[config.mk]
export PLATFORM = sky130hd
export DESIGN_NAME = laser_host
export DESIGN_NICKNAME = d
export VERILOG_FILES = /design/src/rtl/laser_host.sv
export SDC_FILE = /design/constraint.sdc
export NUM_CORES = 1
export LEC_CHECK = 0
export BUFFER_PORTS_ARGS = -buffer_cell sky130_fd_sc_hd__buf_2
export CAP_MARGIN = 30
export CORE_ASPECT_RATIO = 0.9
export CORE_UTILIZATION = 30
export CTS_CLUSTER_DIAMETER = 60
export DETAILED_ROUTE_END_ITERATION = 7
export PLACE_DENSITY = 0.41
export SLEW_MARGIN = 20
export SYNTH_ARGS = -nofsm -noshare
export SYNTH_HDL_FRONTEND = slang
export SYNTH_SLANG_ARGS = --single-unit
[constraint.sdc]
create_clock -name CLK -period 11.37 [get_ports CLK]
set_clock_uncertainty 0.2 [all_clocks]
set_input_delay 1.7055 -clock CLK [delete_from_list [all_inputs] [get_ports CLK]]
set_output_delay 1.7055 -clock CLK [all_outputs]
set_load 0.01 [all_outputs]
[src/rtl/laser_host.sv]
`default_nettype none
// ============================================================================
// Module   : laser_host
// Brief    : Loads targets, streams them to the LASER core, captures its two
//            circle centres and rescores them against the stored targets.
// Revision : 1.0
// ============================================================================
module laser_host #(
    parameter int N_TGT     = 40,
    parameter int RADIUS_SQ = 16,
    parameter int TIMEOUT   = 40000
) (
    input  logic       CLK,
    input  logic       RST,
    input  logic       wr_en,
    input  logic [5:0] wr_addr,
    input  logic [3:0] wr_x,
    input  logic [3:0] wr_y,
    input  logic       start,
    output logic       busy,
    output logic       core_rst,
    output logic [3:0] X,
    output logic [3:0] Y,
    input  logic       DONE,
    input  logic [3:0] C1X,
    input  logic [3:0] C1Y,
    input  logic [3:0] C2X,
    input  logic [3:0] C2Y,
    output logic [3:0] res_c1x,
    output logic [3:0] res_c1y,
    output logic [3:0] res_c2x,
    output logic [3:0] res_c2y,
    output logic [5:0] cover_cnt,
    output logic       timeout,
    output logic       result_valid
);

    localparam logic [5:0]  C_IDX_LAST = 6'(N_TGT - 1);
    localparam logic [5:0]  C_N_TGT    = 6'(N_TGT);
    localparam logic [15:0] C_WAIT_MAX = 16'(TIMEOUT - 1);
    localparam logic [8:0]  C_RAD_SQ   = 9'(RADIUS_SQ);

    typedef enum logic [2:0] {
        S_IDLE   = 3'd0,
        S_SEND   = 3'd1,
        S_WAIT   = 3'd2,
        S_SCORE  = 3'd3,
        S_REPORT = 3'd4
    } state_t;

    state_t      r_state;
    state_t      w_next;
    logic [5:0]  r_idx;
    logic [15:0] r_wcnt;
    logic [3:0]  r_mem_x [N_TGT];
    logic [3:0]  r_mem_y [N_TGT];
    logic [3:0]  r_x, r_y;
    logic [3:0]  r_c1x, r_c1y, r_c2x, r_c2y;
    logic [5:0]  r_cover;
    logic        r_timeout, r_valid, r_busy, r_core_rst;

    logic        w_last;
    logic        w_expired;
    logic        w_mem_we;
    logic [5:0]  w_rd_idx;
    logic [3:0]  w_rd_x, w_rd_y;
    logic        w_hit;

    function automatic logic f_covered(input logic [3:0] cx, input logic [3:0] cy,
                                       input logic [3:0] px, input logic [3:0] py);
        logic [3:0] dx;
        logic [3:0] dy;
        logic [7:0] sx;
        logic [7:0] sy;
        logic [8:0] s;
        dx = (cx >= px) ? (cx - px) : (px - cx);
        dy = (cy >= py) ? (cy - py) : (py - cy);
        sx = {4'd0, dx} * {4'd0, dx};
        sy = {4'd0, dy} * {4'd0, dy};
        s  = {1'b0, sx} + {1'b0, sy};
        return (s <= C_RAD_SQ);
    endfunction

    assign w_last    = (r_idx == C_IDX_LAST);
    assign w_expired = (r_wcnt == C_WAIT_MAX);
    assign w_mem_we  = wr_en && (r_state == S_IDLE) && (wr_addr < C_N_TGT);

    // Index of the entry needed at the next edge (stream) or in this cycle (score)
    always_comb begin
        w_rd_idx = 6'd0;
        case (r_state)
            S_SEND:  w_rd_idx = w_last ? 6'd0 : (r_idx + 6'd1);
            S_SCORE: w_rd_idx = r_idx;
            default: w_rd_idx = 6'd0;
        endcase
    end

    // A write landing in the start cycle must be the value streamed
    always_comb begin
        w_rd_x = r_mem_x[w_rd_idx];
        w_rd_y = r_mem_y[w_rd_idx];
        if (w_mem_we && (wr_addr == w_rd_idx)) begin
            w_rd_x = wr_x;
            w_rd_y = wr_y;
        end
    end

    assign w_hit = f_covered(r_c1x, r_c1y, w_rd_x, w_rd_y) ||
                   f_covered(r_c2x, r_c2y, w_rd_x, w_rd_y);

    // Target memory is deliberately outside the reset domain
    always_ff @(posedge CLK) begin
        if (w_mem_we) begin
            r_mem_x[wr_addr] <= wr_x;
            r_mem_y[wr_addr] <= wr_y;
        end
    end

    always_ff @(posedge CLK or posedge RST) begin
        if (RST) r_state <= S_IDLE;
        else     r_state <= w_next;
    end

    always_comb begin
        w_next = r_state;
        case (r_state)
            S_IDLE:   if (start) w_next = S_SEND;
            S_SEND:   if (w_last) w_next = S_WAIT;
            S_WAIT: begin
                if (DONE)           w_next = S_SCORE;
                else if (w_expired) w_next = S_REPORT;
            end
            S_SCORE:  if (w_last) w_next = S_REPORT;
            S_REPORT: w_next = S_IDLE;
            default:  w_next = S_IDLE;
        endcase
    end

    always_ff @(posedge CLK or posedge RST) begin
        if (RST) begin
            r_idx      <= 6'd0;
            r_wcnt     <= 16'd0;
            r_x        <= 4'd0;
            r_y        <= 4'd0;
            r_c1x      <= 4'd0;
            r_c1y      <= 4'd0;
            r_c2x      <= 4'd0;
            r_c2y      <= 4'd0;
            r_cover    <= 6'd0;
            r_timeout  <= 1'b0;
            r_valid    <= 1'b0;
            r_busy     <= 1'b0;
            r_core_rst <= 1'b1;
        end else begin
            r_busy     <= (w_next != S_IDLE);
            r_core_rst <= !((w_next == S_SEND) || (w_next == S_WAIT));
            r_valid    <= (w_next == S_REPORT);
            case (r_state)
                S_IDLE: begin
                    if (start) begin
                        r_idx <= 6'd0;
                        r_x   <= w_rd_x;
                        r_y   <= w_rd_y;
                    end
                end
                S_SEND: begin
                    if (w_last) begin
                        r_x    <= 4'd0;
                        r_y    <= 4'd0;
                        r_wcnt <= 16'd0;
                    end else begin
                        r_idx <= r_idx + 6'd1;
                        r_x   <= w_rd_x;
                        r_y   <= w_rd_y;
                    end
                end
                S_WAIT: begin
                    if (DONE) begin
                        r_c1x     <= C1X;
                        r_c1y     <= C1Y;
                        r_c2x     <= C2X;
                        r_c2y     <= C2Y;
                        r_timeout <= 1'b0;
                        r_idx     <= 6'd0;
                        r_cover   <= 6'd0;
                    end else if (w_expired) begin
                        r_c1x     <= 4'd0;
                        r_c1y     <= 4'd0;
                        r_c2x     <= 4'd0;
                        r_c2y     <= 4'd0;
                        r_timeout <= 1'b1;
                        r_cover   <= 6'd0;
                    end else begin
                        r_wcnt <= r_wcnt + 16'd1;
                    end
                end
                S_SCORE: begin
                    r_cover <= r_cover + {5'd0, w_hit};
                    r_idx   <= r_idx + 6'd1;
                end
                default: ;
            endcase
        end
    end

    assign busy         = r_busy;
    assign core_rst     = r_core_rst;
    assign X            = r_x;
    assign Y            = r_y;
    assign res_c1x      = r_c1x;
    assign res_c1y      = r_c1y;
    assign res_c2x      = r_c2x;
    assign res_c2y      = r_c2y;
    assign cover_cnt    = r_cover;
    assign timeout      = r_timeout;
    assign result_valid = r_valid;

endmodule
`default_nettype wire

# After elaboration in Yosys (flattened, before gate mapping)

Memories as Yosys holds them, arrays and structs flattened.
Cells that the tools add are included.

Input bits: 35
Register bits after elaboration: 59
RAM bits: 320
Word-level logic and storage cells: 114
Output and inout bits: 34
Memories kept: 2

Memories:

| name    | words | bits a word | read ports | clocked after memory_dff | write ports | RTL line | RTL |
|---|---|---|---|---|---|---|---|
| r_mem_x | 40    | 4           | 1          | 0                        | 1           | 55       | `logic [3:0] r_mem_x [N_TGT];` |
| r_mem_y | 40    | 4           | 1          | 0                        | 1           | 56       | `logic [3:0] r_mem_y [N_TGT];` |

$mul: 4
Equal/unequal tests: 16
Multiplexer cells: 40
Reduce and logical (&&, ||, !) cells: 18
$lt $le $gt $ge: 7
Add/sub/neg operators: 13

Operators with widths:

| kind                                                                              | number |
|---|---|
| 4-bit two-way mux                                                                 | 15 |
| 16-bit two-way mux                                                                | 3 |
| 6-bit two-way mux                                                                 | 6 |
| 4-bit by 4-bit multiplier with 8-bit output                                       | 4 |
| 16-bit case mux with 2 select lines                                               | 1 |
| 4-bit subtractor                                                                  | 8 |
| 6-bit case mux with 2 select lines                                                | 2 |
| 6-bit case mux with 4 select lines                                                | 1 |
| 8-bit by 8-bit adder with 9-bit output                                            | 2 |
| 9-bit by 5-bit less-or-equal comparator with 1-bit output (second input constant) | 2 |
| 16-bit by 1-bit adder with 16-bit output (second input constant)                  | 1 |
| 16-bit equality test (second input constant)                                      | 1 |
| 4-bit greater-or-equal comparator                                                 | 4 |
| 4-bit case mux with 2 select lines                                                | 2 |
| 3-bit two-way mux                                                                 | 5 |
| 2-bit inequality test (second input constant)                                     | 6 |
| 3-bit case mux with 4 select lines                                                | 1 |
| 3-bit by 2-bit equality test with 1-bit output (second input constant)            | 3 |
| 4-bit AND reduction                                                               | 2 |
| 2-bit nonzero test                                                                | 4 |
| 6-bit by 1-bit adder with 6-bit output                                            | 1 |
| 6-bit by 1-bit adder with 6-bit output (second input constant)                    | 1 |
| 3-bit by 1-bit equality test with 1-bit output (second input constant)            | 2 |
| 6-bit equality test                                                               | 1 |
| other kinds (12)                                                                  | 20 |

# Longest topological paths before layout

Gate-level depths: netlist of run 1.

Depth in word-level cells: 14
Mapped depth: 41
Depth with buffers taken out: 37

# Least setup slack after synthesis of run 1

No wires, ideal clock.

Path kind: input -> register
From: input port wr_addr[4]
To: register r_cover[5], in the netlist cover_cnt[5]
Data required time: 11.087 ns
Setup time: 0.083 ns
Slack: 1.585 ns
Buffers on the path: 1
Arrival time: 9.501 ns
Stages: 34
Path through: clkbuf_1 > o21ai_0 > nand4b_1 > nor2_1 > o221ai_2 > a2111oi_4 > nor2_2 > a221oi_1 > inv_1 > ha_1 > a21o_1 > a21o_1 > a21oi_1 > mux2i_1 > xnor2_1 > or2_2 > fa_1 > fa_1 > fa_1 > inv_1 > fa_1 > ha_1 > inv_1 > fa_1 > xor2_1 > o21ai_0 > a21oi_1 > nand3_1 > o41ai_1 > ha_1 > and3_1 > nand3_1 > xor2_1 > o21ai_0

Word-level cells in the longest chain between the ends: 12
Elaborated cells on any way between the ends: 33
Those cells by class: 11 x add/sub; 4 x mul; 7 x order compare; 1 x eq/ne; 7 x mux; 3 x reduce/logical

Ends and longest elaborated chain:

| item                                                                  | RTL line | RTL |
|---|---|---|
| start: declaration                                                    | 16       | `input logic [5:0] wr_addr,` |
| 6-bit < comparator                                                    | 86       | `assign w_mem_we = wr_en && (r_state == S_IDLE) && (wr_addr < C_N_TGT);` |
| 1-bit logical AND                                                     | 86       |  |
| 1-bit logical AND *                                                   | 102      | `if (w_mem_we && (wr_addr == w_rd_idx)) begin` |
| 4-bit two-way mux                                                     | 102      |  |
| 4-bit subtractor, or another cell as far along                        | 76       | `dx = (cx >= px) ? (cx - px) : (px - cx);` |
| 4-bit two-way mux, on equally long branches                           | 76, 77   |  |
| 4-bit by 4-bit multiplier with 8-bit output, on equally long branches | 78, 79   |  |
| 8-bit by 8-bit adder with 9-bit output                                | 80       | `s = {1'b0, sx} + {1'b0, sy};` |
| 9-bit by 5-bit less-or-equal comparator with 1-bit output             | 81       | `return (s <= C_RAD_SQ);` |
| 1-bit logical OR *                                                    | 108      | `assign w_hit = f_covered(r_c1x, r_c1y, w_rd_x, w_rd_y) \|\|` |
| 6-bit by 1-bit adder with 6-bit output *                              | 198      | `r_cover <= r_cover + {5'd0, w_hit};` |
| 6-bit case mux with 2 select lines *                                  | 158      | `case (r_state)` |
| end signal: assignment                                                | 198      |  |
| end: declaration                                                      | 59       | `logic [5:0] r_cover;` |

Mark *: on every way between the ends. The rest lies on a longest branch, timed or not.
A chain may end at the register's enable or synchronous reset.

# Worst setup path after layout of run 1

From: register r_idx[0]
To: register r_cover[5], in the netlist cover_cnt[5]

Word-level cells in the longest chain between the ends: 14
Elaborated cells on any way between the ends: 37
Those cells by class: 12 x add/sub; 4 x mul; 6 x order compare; 2 x eq/ne; 9 x mux; 2 x reduce/logical; 2 x memory

Ends and longest elaborated chain:

| item                                                                                 | RTL line | RTL |
|---|---|---|
| start: declaration                                                                   | 53       | `logic [5:0] r_idx;` |
| start signal: assignment                                                             | 172      | `r_idx <= r_idx + 6'd1;` |
| start signal: assignment                                                             | 199      | `r_idx <= r_idx + 6'd1;` |
| 6-bit by 1-bit adder with 6-bit output / 6-bit equality test (equally long branches) | 92, 84   |  |
| 6-bit two-way mux                                                                    | 92       | `S_SEND: w_rd_idx = w_last ? 6'd0 : (r_idx + 6'd1);` |
| 6-bit case mux with 2 select lines *                                                 | 91       | `case (r_state)` |
| branches (longest 8 deep; another with 8-bit by 8-bit adder with 9-bit output)       | --       |  |
| 1-bit logical OR *                                                                   | 108      |  |
| 6-bit by 1-bit adder with 6-bit output *                                             | 198      |  |
| 6-bit case mux with 2 select lines *                                                 | 158      |  |

Mark *: on every way between the ends.

==> summary.txt, run 1 <==
Status = finished clean
Fin crit period = 10.58 ns
GPL Wtd Cong = 0.831
Vias in the first global route = 11,800
Final TNS setup = 0 ns
Most frequent cell after synthesis = edfxtp_1
Hold Path Class = register to register
Mapped Area = 0.0187 mm²
Initial antenna violation count = 1
Ys flop type = edfxtp_1
Crit path largest cell delay = 0.68 ns
Max Fclk = 94.5 MHz
Worst EP arrival = 10.88 ns
Vias per std cell = 5.04
Post-synthesis cell type count = 85
DRC errors left = 0
Clk sinks = 379
DR vias = 11,700
Crit path launch type = register
Mapped Cells = 1,387
Synth area leaders = edfxtp_1 51%, dfrtp_1 7.8%, mux2i_1 5.6%
Post-Syn Nets = 1,522
Post-Route WL = 53.0 mm
RSZ-0062 raised after global routing = false
Crit Path Class = register to register
Global-route wire length before repair = 79.2 mm
Max-cap violations = 0
DIE AREA = 0.0632 mm²
FP Rows = 86
CTS tree = built
Crit end category = register
Largest net degree at the start of global routing = 60
Layout Nets = 1,624
# IOs = 69
EDFF count, synth = 320
Die W = 265 µm
Post-detailed-route count of antenna-violating nets = 0
Max clock buf depth = 3
Seq/Total Area, Yosys = 59.4%
Average wire per standard cell = 22.9 µm
Ratio of cells with drive above 1 in the final layout = 16.3%
Tightest Pin Transition = 1.02 ns
Synth Area per Inst = 13.5 µm²
Starting Density = 30.4%
Core area = 0.0613 mm²
Top cell type by total area after synthesis = edfxtp_1
GRT Util Overall = 16.9%
Total gr overflow = 0
Die Y = 239 µm
Synth-to-layout area growth = 15.3%
Worst skew pair latency = 0.59 ns
HPWL reported at the end of detailed placement = 36.1 mm
Post-synth ARST share = 15.6%
Register-to-register setup slack = 0.79 ns
Final Hold Fails = 0
Yosys warnings = 0
Post-CTS setup buffers = 0
Crit Path Max Fanout = 35
1st-iter DRT viols = 917
Period utilization = 93.0%
Max_slew headroom = 31.8%
Synth top area share = 51.5%
Slew Viols, Final = 0
CP max-delay cell = dfrtp_1
Top post-synthesis cells by count = 320 x edfxtp_1, 113 x nand2_1, 105 x mux2i_1
DRT Pass-1 Iters = 6
CTS Buf Count = 47
Clk slew on worst S/H paths = 0.06 ns
H-tree Lvls = 2
Final setup viols = 0
Clk root buf = clkbuf_16
#FFs+latches synth = 379
Port bufs = 68
Worst path required time = 11.68 ns
## cell usage in the layout, fill, tap and decap left out, drive strengths merged, types with 10 or more instances in the layout
master / netlist / layout
edfxtp: 320 / 320
buf: 42 / 117
nand2: 115 / 115
mux2i: 105 / 105
nor2: 91 / 91
inv: 79 / 86
ha: 70 / 70
dfrtp: 58 / 58
clkbuf: 22 / 53
o21ai: 49 / 49
nand3: 39 / 39
fa: 30 / 30
a21oi: 26 / 26
a22o: 22 / 22
nor4: 22 / 22
clkinv: 0 / 19
nor3: 17 / 17
a21o: 17 / 17
xor2: 17 / 17
o22ai: 16 / 16
xnor2: 14 / 14
and3: 13 / 13
nor2b: 13 / 13
mux4: 12 / 12
mux2: 11 / 11
o2111a: 11 / 11
a222oi: 11 / 11
nand2b: 11 / 11
a221oi: 10 / 10
## area by class of cell
cell class | count | area (µm²)
Sequential cell | 379 | 11100
Fill cell | 6002 | 39800
Multi-Input combinational cell | 865 | 6950
Clock buffer | 53 | 1200
Tap cell | 792 | 991
Timing Repair Buffer | 117 | 747
Antenna cell | 1 | 2.50
Clock inverter | 32 | 241
Inverter | 79 | 297
## state kept, by name, indices dropped and copies added, names as in the netlist
register and cells:
result_valid 1, r_mem_x 160, X 4, core_rst 1, cover_cnt 6, r_state 3
r_wcnt 16, busy 1, res_c1x 4, r_mem_y 160, res_c1y 4, timeout 1
r_idx 6, res_c2x 4, res_c2y 4, Y 4
## critical path: cells and delay by family, from the launching register on
kind,cells,cell delay (ns)
flops,1,0.68
mux,3,0.82
fa+ha+maj,9,3.63
compound gates,9,1.84
xor+xnor,2,0.53
simple gates,5,0.96
buf+inv,10,1.70
## cell families (layout without fill, tap and decap cells)
family,after synthesis,after routing,share of synthesized area (%)
DFF,379,379,59.4
and+or+nand+nor,371,371,10.0
AOI/OAI and AO/OA,235,235,9.70
buffers and inverters,143,281,3.42
muxes,128,128,7.74
adders and majority gates,100,100,7.91
xor gates and xnor gates,31,31,1.78
other,0,1,0
## stage by stage
| step | hold slack [ns] | util [%] | setup slack, ns | cells | area (µm²) |
|---|---|---|---|---|---|
| global placement | 0.260 | 32.7 | 0.606 | 2228 | 20000 |
| finish | 0.289 | 35.1 | 0.793 | 2318 | 21500 |
| floorplan | 0.277 | - | 1.59 | 1387 | 18700 |
| detailed placement | 0.278 | 32.7 | 0.533 | 2231 | 20100 |
| global route | 0.307 | 35.1 | 0.00573 | 2317 | 21500 |
| CTS | 0.292 | 35.1 | 0.448 | 2316 | 21500 |
## final timing paths
check / depth (start not counted) / start / end
hold reg to reg: 2 / X[0] / X[0]
max in group asynchronous: 3 / RST / res_c2x[3]
hold / removal: 2 / X[0] / X[0]
setup reg to reg: 38 / r_idx[0] / cover_cnt[5]
min in group asynchronous: 3 / RST / cover_cnt[5]
setup / recovery: 38 / r_idx[0] / cover_cnt[5]
## repair_timing
action | 4_1_cts | 5_1_grt
setup endpoints to repair | 0 | 4
hold buffers | 0 | 0
resized for setup | 0 | 1
## metal layers
metal | global-route usage (%) | share of wire, %
met3 | 2.97 | 4.8
met4 | 5.73 | 3.0
met5 | 0 | 0
met1 | 24.0 | 48
met2 | 25.9 | 44
Power of run 1 is left out: the tool's default activity adds up to more than one toggle a clock period on the data nets, which glitch-free logic cannot reach.
==> run 2: changes to the inputs <==
--- a/config.mk
+++ b/config.mk
@@ -12,6 +12,7 @@
 export CTS_CLUSTER_DIAMETER = 60
 export DETAILED_ROUTE_END_ITERATION = 7
 export PLACE_DENSITY = 0.41
+export REMOVE_ABC_BUFFERS = 1
 export SLEW_MARGIN = 20
 export SYNTH_ARGS = -nofsm -noshare
 export SYNTH_HDL_FRONTEND = slang
==> summary.txt, run 2 (same netlist as run 1, synthesis figures left out) <==
Status = finished clean
Final WS setup = 0.850 ns (+0.0571 ns)
CP max-delay cell = nor4_1
Fill cells = 6,028 (+0.43%)
Average wire per standard cell = 22.7 µm (-0.90%)
Worst Setup Slack post-DPL = 0.664 ns (+0.131 ns)
CTS Buf Count = 44 (-6.4%)
Post-Route WL = 52.7 mm (-0.65%)
FP Rows = 86 (unchanged)
Fin crit period = 10.52 ns (-0.0571 ns)
DIE AREA = 0.0632 mm² (unchanged)
Post-CTS setup buffers = 0 (unchanged)
Fin area = 0.0215 mm² (about the same)
Crit end category = register
DRC errors left = 0 (unchanged)
CTS tree = built
Initial antenna violation count = 2 (+1)
HPWL reported at the end of detailed placement = 36.3 mm (+0.61%)
Max-cap violations = 0 (unchanged)
Most frequent CP cell = fa_1
DRT Pass-1 Iters = 6 (unchanged)
Crit Path Class = register to register
Final Hold Fails = 0 (unchanged)
Hold-fix buffers, CTS = 0 (unchanged)
Clk root buf = clkbuf_16
Slew Viols, Final = 0 (unchanged)
Global-route wire length before repair = 78.7 mm (-0.53%)
Vias in the first global route = 11,800 (-0.35%)
Synth-to-layout area growth = 15.2% (about the same)
Tightest Pin Transition = 0.958 ns (-0.0609 ns)
Final setup viols = 0 (unchanged)
Post-detailed-route count of antenna-violating nets = 0 (unchanged)
# IOs = 69 (unchanged)
Total gr overflow = 0 (unchanged)
Area post-placement = 0.0201 mm² (+0.42%)
Max clock buf depth = 3 (unchanged)
Layout Nets = 1,633 (+0.55%)
Clk sinks = 379 (unchanged)
RSZ-0062 raised after global routing = false
Worst skew pair latency = 0.58 ns (about the same)
Die Y = 239 µm (unchanged)
Commonest non-fill, non-tap cell in the layout = edfxtp_1
Max Fclk = 95.1 MHz (+0.54%)
Crit path largest cell delay = 0.68 ns (about the same)
GPL Wtd Cong = 0.846 (+1.7%)
Register-to-register setup slack = 0.85 ns (+0.06 ns)
Starting Density = 30.4% (unchanged)
Worst EP arrival = 10.81 ns (-0.07 ns)
Hold Path Class = register to register
DR vias = 11,700 (+0.086%)
Core area = 0.0613 mm² (unchanged)
Top flop regs = r_mem_x: 160 flops, r_mem_y: 160 flops, r_wcnt: 16 flops
GRT Util Overall = 16.8% (-0.094 points)
Period utilization = 92.5% (-0.50 points)
Port bufs = 68 (unchanged)
Ratio of cells with drive above 1 in the final layout = 16.4% (+0.056 points)
Resize count post-CTS = 0 (unchanged)
Crit path launch type = register
Die W = 265 µm (unchanged)
H-tree Lvls = 2 (unchanged)
Clk slew on worst S/H paths = 0.06 ns (about the same)
Antenna cells = 0 (-1)
Worst path required time = 11.66 ns (-0.02 ns)
Vias per std cell = 5.03 (-0.17%)
Most frequent cells in the layout = 320 x edfxtp_1, 113 x nand2_1, 105 x mux2i_1, 87 x nor2_1, 78 x inv_1
1st-iter DRT viols = 713 (-22%)
Final TNS setup = 0 ns (unchanged)
Largest net degree at the start of global routing = 60 (unchanged)
Max_slew headroom = 35.9% (+4.1 points)
Crit Path Max Fanout = 19 (-46%)
[run 2: cell count changes in the layout (fill, tap and decap cells not counted), sizes merged]
cell / change
diode: -1
clkinv: -3
clkinvlp: -3
clkbuf: +4
buf: +12
inv: -4
bufinv: +1
[run 2: final cells by class]
type / count / area (µm²) / area share, %
multi-input cells: 865 / 6940 / 32.3
clock buffers: 57 / 1150 / 5.35
repair buffers: 129 / 836 / 3.89
flip-flops and latches: 379 / 11100 / 51.6
inverters: 79 / 297 / 1.38
clock inverters: 23 / 190 / 0.885
well taps: 792 / 991 / 4.61
[run 2: metal layers]
layer / global-route usage, % / share of wire, %
met5: 0 / 0.025
met4: 4.76 / 2.3
met3: 2.80 / 5.0
met2: 25.9 / 44
met1: 24.3 / 48
[run 2: metrics by stage]
| stage | std cells | utilization [%] | hold slack (ns) |
|---|---|---|---|
| 6_report | 2324 | 35.0 | 0.283 |
| 5_1_grt | 2324 | 35.0 | 0.329 |
| 3_5_place_dp | 2243 | 32.8 | 0.283 |
| 4_1_cts | 2323 | 35.0 | 0.295 |
| 3_3_place_gp | 2241 | 32.8 | 0.265 |
| 2_1_floorplan | 1323 | - | 0.277 |
[run 2: path summary, 6_finish.rpt]
path | startpoint | end | cells past startpoint
worst max-delay path | r_state[1] | cover_cnt[4] | 36
worst min-delay path | X[0] | X[0] | 2
worst max register to register | r_state[1] | cover_cnt[4] | 36
worst min register to register | X[0] | X[0] | 2
max in group asynchronous | RST | res_c2x[2] | 3
min in group asynchronous | RST | res_c1y[3] | 3
[run 2: critical path, delay by kind of cell (launching register included)]
family	cells	cell delay [ns]
xor gates and xnor gates	4	0.94
and+or+nand+nor	4	1.21
AOI/OAI and AO/OA	12	2.93
adders and majority gates	9	3.35
DFF	1	0.49
muxes	1	0.30
buffers and inverters	6	1.00
Power of run 2 is left out for the same reason.
